File: src/rtl/game_pkg.sv
// rtl/game_pkg.sv - shared types and round-robin helper for the player move controller
package game_pkg;

  localparam int DIR_COUNT = 4;

  typedef enum logic [1:0] {
    DIR_UP    = 2'd0,
    DIR_DOWN  = 2'd1,
    DIR_RIGHT = 2'd2,
    DIR_LEFT  = 2'd3
  } dir_t;

  typedef struct packed {
    logic x;
    logic y;
  } grid_pos_t;

  typedef enum logic [1:0] {
    ST_IDLE    = 2'd0,
    ST_PENDING = 2'd1,
    ST_COMMIT  = 2'd2
  } move_state_t;

  // First requesting direction at or after start; meaningful only when req != 0.
  function automatic dir_t rr_pick(input logic [DIR_COUNT-1:0] req, input dir_t start);
    dir_t       pick;
    logic [1:0] idx;
    pick = start;
    for (int i = DIR_COUNT - 1; i >= 0; i--) begin
      idx = start + 2'(i);
      if (req[idx]) pick = dir_t'(idx);
    end
    return pick;
  endfunction

endpackage

File: src/rtl/button_debounce.sv
// rtl/button_debounce.sv - 2-flop synchronizer, stability counter and press pulse
module button_debounce #(
  parameter int DEBOUNCE_CYCLES = 250000
) (
  input  logic clk,
  input  logic rst_n,
  input  logic btn,
  output logic press
);

  localparam int              CW       = $clog2(DEBOUNCE_CYCLES + 1);
  localparam logic [CW-1:0]   CNT_LAST = CW'(DEBOUNCE_CYCLES - 1);

  logic          sync1, sync2;
  logic          level, armed;
  logic [CW-1:0] cnt;
  logic          differ;

  // Until a stable release is seen, count released samples instead, so a
  // button held across reset cannot produce a press.
  always_comb begin
    differ = armed ? (sync2 != level) : ~sync2;
  end

  always_ff @(posedge clk or negedge rst_n) begin
    if (!rst_n) begin
      sync1 <= 1'b0;
      sync2 <= 1'b0;
      level <= 1'b0;
      armed <= 1'b0;
      cnt   <= '0;
      press <= 1'b0;
    end else begin
      sync1 <= btn;
      sync2 <= sync1;
      press <= 1'b0;
      if (!differ) begin
        cnt <= '0;
      end else if (cnt == CNT_LAST) begin
        cnt <= '0;
        if (armed) begin
          level <= sync2;
          press <= sync2;
        end else begin
          armed <= 1'b1;
        end
      end else begin
        cnt <= cnt + 1'b1;
      end
    end
  end

endmodule

File: src/rtl/player_move_ctrl.sv
// rtl/player_move_ctrl.sv - debounced 4-button player mover on a 2x2 grid, one move per frame_tick
// Optional PLAYER_MOVE_WRAP_EN: edge moves toggle the coordinate instead of being blocked.
module player_move_ctrl
  import game_pkg::*;
#(
  parameter int DEBOUNCE_CYCLES = 250000
) (
  input  logic clk,
  input  logic rst_n,
  input  logic up,
  input  logic down,
  input  logic right,
  input  logic left,
  input  logic frame_tick,
  output logic pos_x,
  output logic pos_y,
  output logic move_valid,
  output logic move_blocked,
  output logic busy
);

  logic [DIR_COUNT-1:0] raw, press, pending, pending_nxt;
  move_state_t          state, state_nxt;
  dir_t                 rr_start, grant_dir;
  grid_pos_t            pos, move_pos, pos_nxt;
  logic                 grant, changed, valid_nxt, blocked_nxt;

  assign raw = {left, right, down, up};

  for (genvar i = 0; i < DIR_COUNT; i++) begin : g_btn
    button_debounce #(.DEBOUNCE_CYCLES(DEBOUNCE_CYCLES)) u_db (
      .clk   (clk),
      .rst_n (rst_n),
      .btn   (raw[i]),
      .press (press[i])
    );
  end

  always_comb begin
    grant       = (state == ST_PENDING) && frame_tick;
    grant_dir   = rr_pick(pending, rr_start);
    pending_nxt = pending;
    if (grant) pending_nxt[grant_dir] = 1'b0;
    // A fresh press of the granted direction re-arms it in the same cycle.
    pending_nxt = pending_nxt | press;

    move_pos = pos;
    case (grant_dir)
      DIR_UP:    move_pos.y = 1'b1;
      DIR_DOWN:  move_pos.y = 1'b0;
      DIR_RIGHT: move_pos.x = 1'b1;
      default:   move_pos.x = 1'b0;
    endcase
    changed = (move_pos != pos);
`ifdef PLAYER_MOVE_WRAP_EN
    if (!changed) begin
      if (grant_dir == DIR_UP || grant_dir == DIR_DOWN) move_pos.y = ~pos.y;
      else                                              move_pos.x = ~pos.x;
    end
    valid_nxt   = grant;
    blocked_nxt = 1'b0;
`else
    valid_nxt   = grant && changed;
    blocked_nxt = grant && !changed;
`endif
    pos_nxt = grant ? move_pos : pos;

    if (grant)            state_nxt = ST_COMMIT;
    else if (|pending_nxt) state_nxt = ST_PENDING;
    else                  state_nxt = ST_IDLE;
  end

  always_ff @(posedge clk or negedge rst_n) begin
    if (!rst_n) begin
      state        <= ST_IDLE;
      pending      <= '0;
      busy         <= 1'b0;
      pos          <= '0;
      move_valid   <= 1'b0;
      move_blocked <= 1'b0;
      rr_start     <= DIR_UP;
    end else begin
      state        <= state_nxt;
      pending      <= pending_nxt;
      busy         <= |pending_nxt;
      pos          <= pos_nxt;
      move_valid   <= valid_nxt;
      move_blocked <= blocked_nxt;
      if (grant) rr_start <= dir_t'(grant_dir + 2'd1);
    end
  end

  assign pos_x = pos.x;
  assign pos_y = pos.y;

endmodule

File: config.mk
export PLATFORM = sky130hd
export DESIGN_NAME = player_move_ctrl
export DESIGN_NICKNAME = d
export VERILOG_FILES = /design/src/rtl/game_pkg.sv /design/src/rtl/button_debounce.sv /design/src/rtl/player_move_ctrl.sv
export SDC_FILE = /design/constraint.sdc
export NUM_CORES = 1
export LEC_CHECK = 0
export ABC_AREA = 1
export BUFFER_PORTS_ARGS = -buffer_cell sky130_fd_sc_hd__buf_2
export CAP_MARGIN = 20
export CORE_MARGIN = 1.5
export CORE_UTILIZATION = 62
export DETAILED_ROUTE_END_ITERATION = 7
export PLACE_DENSITY = 0.79
export SYNTH_ARGS = -nofsm -noshare
export SYNTH_HDL_FRONTEND = slang
export SYNTH_HIERARCHICAL = 1
export SYNTH_SLANG_ARGS = --single-unit
File: constraint.sdc
create_clock -name clk -period 2.18 [get_ports clk]
set_input_delay 0.109 -clock clk [delete_from_list [all_inputs] [get_ports clk]]
set_output_delay 0.109 -clock clk [all_outputs]
set_load 0.05 [all_outputs]
==> After elaboration in Yosys (flattened, before gate mapping) <==
Index checks and enable logic that the tools add are counted.
{ "totals": {"register_bits": 105, "latch_bits": 0, "ram_bits": 0, "rom_bits": 0, "inputBits": 7, "out_inout_bits": 5, "word_cells": 124, "memories": 0} }
{ "classes": {"add_sub_neg": 8, "multipliers": 0, "n_div": 0, "n_lt_le_gt_ge": 6, "n_eq_ne": 12, "shift": 0, "muxes": 43, "bitwise_logic": 7, "n_reduce_logical": 16} }
{ "ops": {"columns": ["operator", "count"], "rows": [
  ["18-bit 2-to-1 mux", 8],
  ["18-bit by 1-bit adder with 18-bit output, second input constant", 4],
  ["18-bit == test, second input constant", 4],
  ["1-bit 2-to-1 mux", 22],
  ["2-bit by 3-bit less-than comparator with 1-bit output, second input constant", 5],
  ["3-bit AND reduction", 4],
  ["2-bit 2-to-1 mux", 5],
  ["1-bit binary-select mux with 2-bit select", 4],
  ["2-bit AND reduction", 4],
  ["2-bit by 1-bit adder with 2-bit output, second input constant", 2],
  ["2-bit adder, second input constant", 2],
  ["4-bit bitwise AND", 1],
  ["2-bit by 1-bit == test with 1-bit output, second input constant", 2],
  ["1-bit logical AND", 4],
  ["4-bit 2-to-1 mux", 1],
  ["1-bit != test", 4],
  ["1-bit NOT", 4],
  ["4-bit NOT", 1],
  ["4-bit OR", 1],
  ["1-bit case mux with 2 select lines", 2],
  ["4-bit OR reduction", 1],
  ["1-bit demux with 2-bit select", 1],
  ["2-bit == test, second input constant", 1],
  ["2-bit by 1-bit greater-or-equal comparator with 1-bit output, second input constant", 1],
  ["other kinds (4)", 4]
]} }

==> Depth between registers and ports, before layout <==
{ "logic_depth": {"ltp_word": 18, "ltp_mapped": 17, "mapped_depth_nobuf": 17} }

==> Hierarchy <==
Netlist, hierarchy kept.
{ "by_module_without_submodules": {"columns": ["mod", "n_inst", "cells_per_inst", "area_per_inst_um2", "seq_area_each_um2"], "rows": [
  ["button_debounce", 4, 148, 1193.6, 575.6],
  ["player_move_ctrl", 1, 112, 794.5, 325.3]
]} }

==> Worst setup path before layout <==
No wires, ideal clock.
{ "synth_timing": {"path_type": "reg2reg", "start": "reg rr_start[0]", "end": "reg state[0]", "setup_ps": 130, "t_arrival_ps": 1879, "required_ps": 2050, "path_slack_ps": 170, "path_stages_with_launch": 18, "n_path_buf": 1, "synth_period_minus_slack_ps": 2010, "path_cell_list": "dfrtp_1 -> buf_6 -> nand2_1 -> nand3_1 -> nand2_1 -> clkinv_1 -> nand2_1 -> nand2_2 -> nand2_2 -> nand2_1 -> nand2_2 -> ha_1 -> a21oi_1 -> or2_2 -> nor2_1 -> nand3_2 -> nor2_2 -> nor2_1"} }
{ "synth_between": {"elab_chain_len": 18, "elab_cells_between_ends": 27, "classes_between": "add/sub (3); order compare (2); mux (17); bitwise (3); reduce/logical (2)"} }
{ "synth_rtl": {"columns": ["item", "line_no", "rtl"], "rows": [
  ["start: declaration", "player_move_ctrl.sv:24", "dir_t rr_start, grant_dir;"],
  ["start signal: assignment", "player_move_ctrl.sv:89", "if (grant) rr_start <= dir_t'(grant_dir + 2'd1);"],
  ["2-bit adder", "game_pkg.sv:30", "idx = start + 2'(i);"],
  ["1-bit binary-select mux with 2-bit select", "game_pkg.sv:31", "if (req[idx]) pick = dir_t'(idx);"],
  ["1-bit 2-to-1 mux (not written as such)", "game_pkg.sv:31", null],
  ["2-bit 2-to-1 mux (3 in series)", "game_pkg.sv:31", null],
  ["2-bit 2-to-1 mux (*)", "game_pkg.sv:31", null],
  ["2-bit by 3-bit less-than comparator with 1-bit output (not written as such) / 2-bit by 1-bit greater-or-equal comparator with 1-bit output (equally long branches)", "player_move_ctrl.sv:43", "if (grant) pending_nxt[grant_dir] = 1'b0;"],
  ["1-bit logical AND (not written as such)", "player_move_ctrl.sv:43", null],
  ["1-bit 2-to-1 mux (not written as such)", "player_move_ctrl.sv:43", null],
  ["[... 2 more ...]", null, null],
  ["4-bit bitwise AND (no source line) (*)", null, null],
  ["4-bit 2-to-1 mux (*)", "player_move_ctrl.sv:43", null],
  ["4-bit OR (*)", "player_move_ctrl.sv:45", "pending_nxt = pending_nxt | press;"],
  ["net pending_nxt[2]", "player_move_ctrl.sv:22", "logic [DIR_COUNT-1:0] raw, press, pending, pending_nxt;"],
  ["4-bit OR reduction (*)", "player_move_ctrl.sv:69", "else if (|pending_nxt) state_nxt = ST_PENDING;"],
  ["1-bit 2-to-1 mux (*)", "player_move_ctrl.sv:69", null],
  ["2-bit 2-to-1 mux (*)", "player_move_ctrl.sv:68", "if (grant) state_nxt = ST_COMMIT;"],
  ["net state_nxt[0]", "player_move_ctrl.sv:23", "move_state_t state, state_nxt;"],
  ["end signal: assignment", "player_move_ctrl.sv:83", "state <= state_nxt;"],
  ["end: declaration", "player_move_ctrl.sv:23", null]
]} }
Mark *: on every way through the listed nets, which the timed path passes. The rest lies on a longest branch. The select of a mux whose other input is x is not followed.
A chain may end at the register's enable or synchronous reset.

==> Worst setup path after layout <==
{ "layout_timing": {"start": "reg pending[0]", "end": "reg state[0]"} }
{ "layout_between": {"elab_chain_len": 17, "elab_cells_between_ends": 24, "classes_between": "order compare (2); mux (17); bitwise (3); reduce/logical (2)"} }
{ "layout_rtl": {"columns": ["item", "line_no", "rtl"], "rows": [
  ["start: declaration", "player_move_ctrl.sv:22", null],
  ["start signal: assignment", "player_move_ctrl.sv:84", "pending <= pending_nxt;"],
  ["1-bit binary-select mux with 2-bit select", "game_pkg.sv:31", null],
  ["1-bit 2-to-1 mux (not written as such)", "game_pkg.sv:31", null],
  ["2-bit 2-to-1 mux (3 in series)", "game_pkg.sv:31", null],
  ["2-bit 2-to-1 mux (*)", "game_pkg.sv:31", null],
  ["2-bit by 3-bit less-than comparator with 1-bit output (not written as such) / 2-bit by 1-bit greater-or-equal comparator with 1-bit output (equally long branches)", "player_move_ctrl.sv:43", null],
  ["1-bit logical AND (not written as such)", "player_move_ctrl.sv:43", null],
  ["1-bit 2-to-1 mux (not written as such)", "player_move_ctrl.sv:43", null],
  ["1-bit demux with 2-bit select (*)", "player_move_ctrl.sv:43", null],
  ["4-bit NOT (no source line) (*)", null, null],
  ["4-bit bitwise AND (no source line) (*)", null, null],
  ["4-bit 2-to-1 mux (*)", "player_move_ctrl.sv:43", null],
  ["4-bit OR (*)", "player_move_ctrl.sv:45", null],
  ["net pending_nxt[2]", "player_move_ctrl.sv:22", null],
  ["4-bit OR reduction (*)", "player_move_ctrl.sv:69", null],
  ["1-bit 2-to-1 mux (*)", "player_move_ctrl.sv:69", null],
  ["2-bit 2-to-1 mux (*)", "player_move_ctrl.sv:68", null],
  ["net state_nxt[0]", "player_move_ctrl.sv:23", null]
]} }
Marked as above.

==> flow_summary.ini <==
[timing]
finalClockSkew_ps = 9.89
slew_violations = 0
layout_setup_ws_ps = -63.1
hold_viol_final = 0
setup_viol = 2
fmax_ghz = 0.446
maxSlewHeadroom = 0.637
rsz0062_at_grt = true
fin_crit_ps = 2240
worst_pin_slew_ps = 543
finalCritPeriodShare = 1.03

[synthesis]
syn_inst = 704
synth_edf_count = 0
yosysUniqueCellTypes = 25
avgSynthCellArea_um2 = 7.91
syn_nets = 717
ys_warn_count = 6
synth-main-ff-cell = dfrtp_1
async_flop_share = 1.00
syn_area_um2 = 5570
synth.ff_latch_count = 105
synth_seq_area_share = 0.472

[placement]
numPortBuffers = 11
place_congestion = 0.956
hpwlAfterDp_mm = 7.81

[setup_path]
cp_common_cell = nand2_2
cp-startpoint = pending[0]
worstSetupStartpointType = flop
crit_type = flop to flop
crit_path_end_kind = flop
r2r_start = pending[0]
critPathMaxStageDelay_ps = 440
crit_family = simple AND/OR/NAND/NOR gates
slowest_stage = dfrtp_1
critPathRequiredTime_ps = 2420
crit_buf_inv = 2
crit_path_cell_trace = inv_1 -> nand2_1 -> nand3_2 -> nand2_1 -> inv_2 -> nand2_1 -> nand2_2 -> nand2_2 -> nand2_2 -> nand2_2 -> ha_4 -> a21oi_2 -> or2_4 -> nor2_4 -> nand3_2 -> nor2_2 -> nor2_1
critical_path_arrival_ps = 2480
cp_max_fo = 4

[detailed_routing]
drcViolationCount = 0
antenna_left = 0
wirelength_mm = 11.1
wl_per_cell_um = 12.9
drt_iter0_drc = 205
viasPerCell = 5.30
dr.pass1.iters = 5
vias = 4540

[floorplan]
ios = 12
core_area_um2 = 8720
fp-row-count = 34
die_y_um = 97.8
initial_core_util = 0.639
fp.dieW_um = 97.8
dieArea_um2 = 9560

[layout]
area_growth_pct = 11.9
drive_above_1_share = 0.204
fillers = 675
seq_area_um2 = 2630
finalCoreUtilization = 0.715
n_antenna_cell = 0
multiInputGateArea_um2 = 2770
layout_commonest_cell = nand2_1
final_cell_mix = nand2_1, nor2_1, dfrtp_1
layout.nets = 757

[pwr]
power_mw = 5.07
powerDensity_nw_per_um2 = 814
ir_drop_mv = 0.490
leakagePower_nw = 2.76

[status]
status = finished, violations left
violations = setup timing

[cts]
clk_pin_slew_ps = 100
clock_latency_ps = 370
cts_num_sinks = 105
clockBufferDepth = 2
cts_tree = done
h-tree-depth = 3
cts-root-buf = clkbuf_8
cts_made_buffers = 9

[grt]
grt_pass1_vias = 4407
grt.total_usage = 0.243
grt_pass1_wl_mm = 19.0
gr-total-overflow = 0
grt_max_degree = 47
antenna_found_initial = 0

[min_path]
min_path_type = primary input to flop
min_from = frame_tick

[run]
cap_violations = 0
worst register-to-register path: stages, from the launching register on:
cell and delay [ps]:
dfrtp_1 440, inv_1 70, nand2_1 140, nand3_2 90
nand2_1 90, inv_2 30, nand2_1 70, nand2_2 90
nand2_2 110, nand2_2 70, nand2_2 100, ha_4 140
a21oi_2 60, or2_4 290, nor2_4 80, nand3_2 60
nor2_2 130, nor2_1 60
layer usage:
layer,track usage,up-vias,part of all wire
li1,-,2281,-
met1,0.297,2156,0.45
met2,0.430,88,0.51
met3,0.0394,15,0.027
met4,0.0967,0,0.015
met5,0,-,0
through the flow:
stage / setup WS (ps) / cells / hold slack [ps] / setup TNS [ps] / area (um2)
2_1_floorplan: 170 / 704 / -187 / 0 / 5570
3_3_place_gp: 45.8 / 826 / 96.0 / 0 / 5790
3_5_place_dp: -88.8 / 826 / 100 / -163 / 5790
4_1_cts: 0.385 / 847 / 25.4 / 0 / 6030
5_1_grt: -160 / 857 / 71.7 / -295 / 6230
6_report: -63.1 / 857 / 85.9 / -101 / 6230
cells in the mapped netlist (2+ instances only):
| library cell | instances | area (um2) |
|---|---|---|
| o21ai_0 | 11 | 55.1 |
| nand4_1 | 16 | 100 |
| o21bai_1 | 17 | 128 |
| dfrtp_1 | 105 | 2630 |
| xor2_1 | 20 | 175 |
| ha_1 | 6 | 75.1 |
| or2_2 | 2 | 12.5 |
| nor2_4 | 8 | 90.1 |
| nand3_1 | 32 | 160 |
| a21oi_2 | 4 | 35.0 |
| o21ai_1 | 4 | 20.0 |
| a21oi_1 | 17 | 85.1 |
| nand2_1 | 164 | 616 |
| nor2_1 | 136 | 510 |
| nor2_2 | 25 | 156 |
| inv_1 | 63 | 236 |
| nor3_1 | 12 | 60.1 |
| clkinv_1 | 5 | 18.8 |
| nand2_4 | 9 | 101 |
| nand2_2 | 27 | 169 |
| xnor2_1 | 8 | 70.1 |
| inv_2 | 10 | 37.5 |
power by group:
| group | total, mW | internal (mW) | switching [mW] |
|---|---|---|---|
| sequential | 2.17 | 2.07 | 0.101 |
| combinational | 1.83 | 0.703 | 1.12 |
| clock | 1.08 | 0.443 | 0.634 |
| total | 5.07 | 3.21 | 1.86 |
flip-flops by register name (all words and copies together) (netlist names):
name              flops
g_btn.u_db/sync2      4
state                 2
move_blocked          1
pos_y                 1
move_valid            1
pos_x                 1
g_btn.u_db/press      4
g_btn.u_db/armed      4
rr_start              2
busy                  1
g_btn.u_db/cnt       72
pending               4
g_btn.u_db/sync1      4
g_btn.u_db/level      4
final cells by class:
class / instances / area share
flip-flops and latches: 105 / 0.422
repair buffers: 30 / 0.0367
multi-input cells: 520 / 0.444
inverters: 78 / 0.0478
clock buffers: 11 / 0.0227
clock inverters: 5 / 0.00502
well taps: 108 / 0.0217
final timing paths:
| kind | slack [ps] | endpoint | depth (start not counted) |
|---|---|---|---|
| hold / removal | 90 | state[1] | 3 |
| setup reg to reg | -60 | state[0] | 17 |
| min in group asynchronous | 230 | g_btn[2].u_db/sync1 | 2 |
| setup / recovery | -60 | state[0] | 17 |
| hold reg to reg | 360 | g_btn[3].u_db/sync2 | 0 |
| max in group asynchronous | 1230 | rr_start[1] | 3 |
repair_timing:
action                                 CTS  global route
pin swaps                                0            21
gates resized for setup                  7            32
hold buffers                             5             0
gates cloned                             0             0
setup endpoints to repair                2             2
endpoints found under the hold margin   39             0
setup buffers                            0            10
logic make-up (layout without fill, tap and decap cells):
group | count (synthesis) | after routing | synth area share
buf+inv | 79 | 124 | 0.0546
compound gates | 54 | 54 | 0.0595
flops | 105 | 105 | 0.472
fa+ha+maj | 6 | 6 | 0.0135
simple gates | 432 | 432 | 0.357
xor+xnor | 28 | 28 | 0.0440
Note: power is estimated with default switching activity, not from simulation.
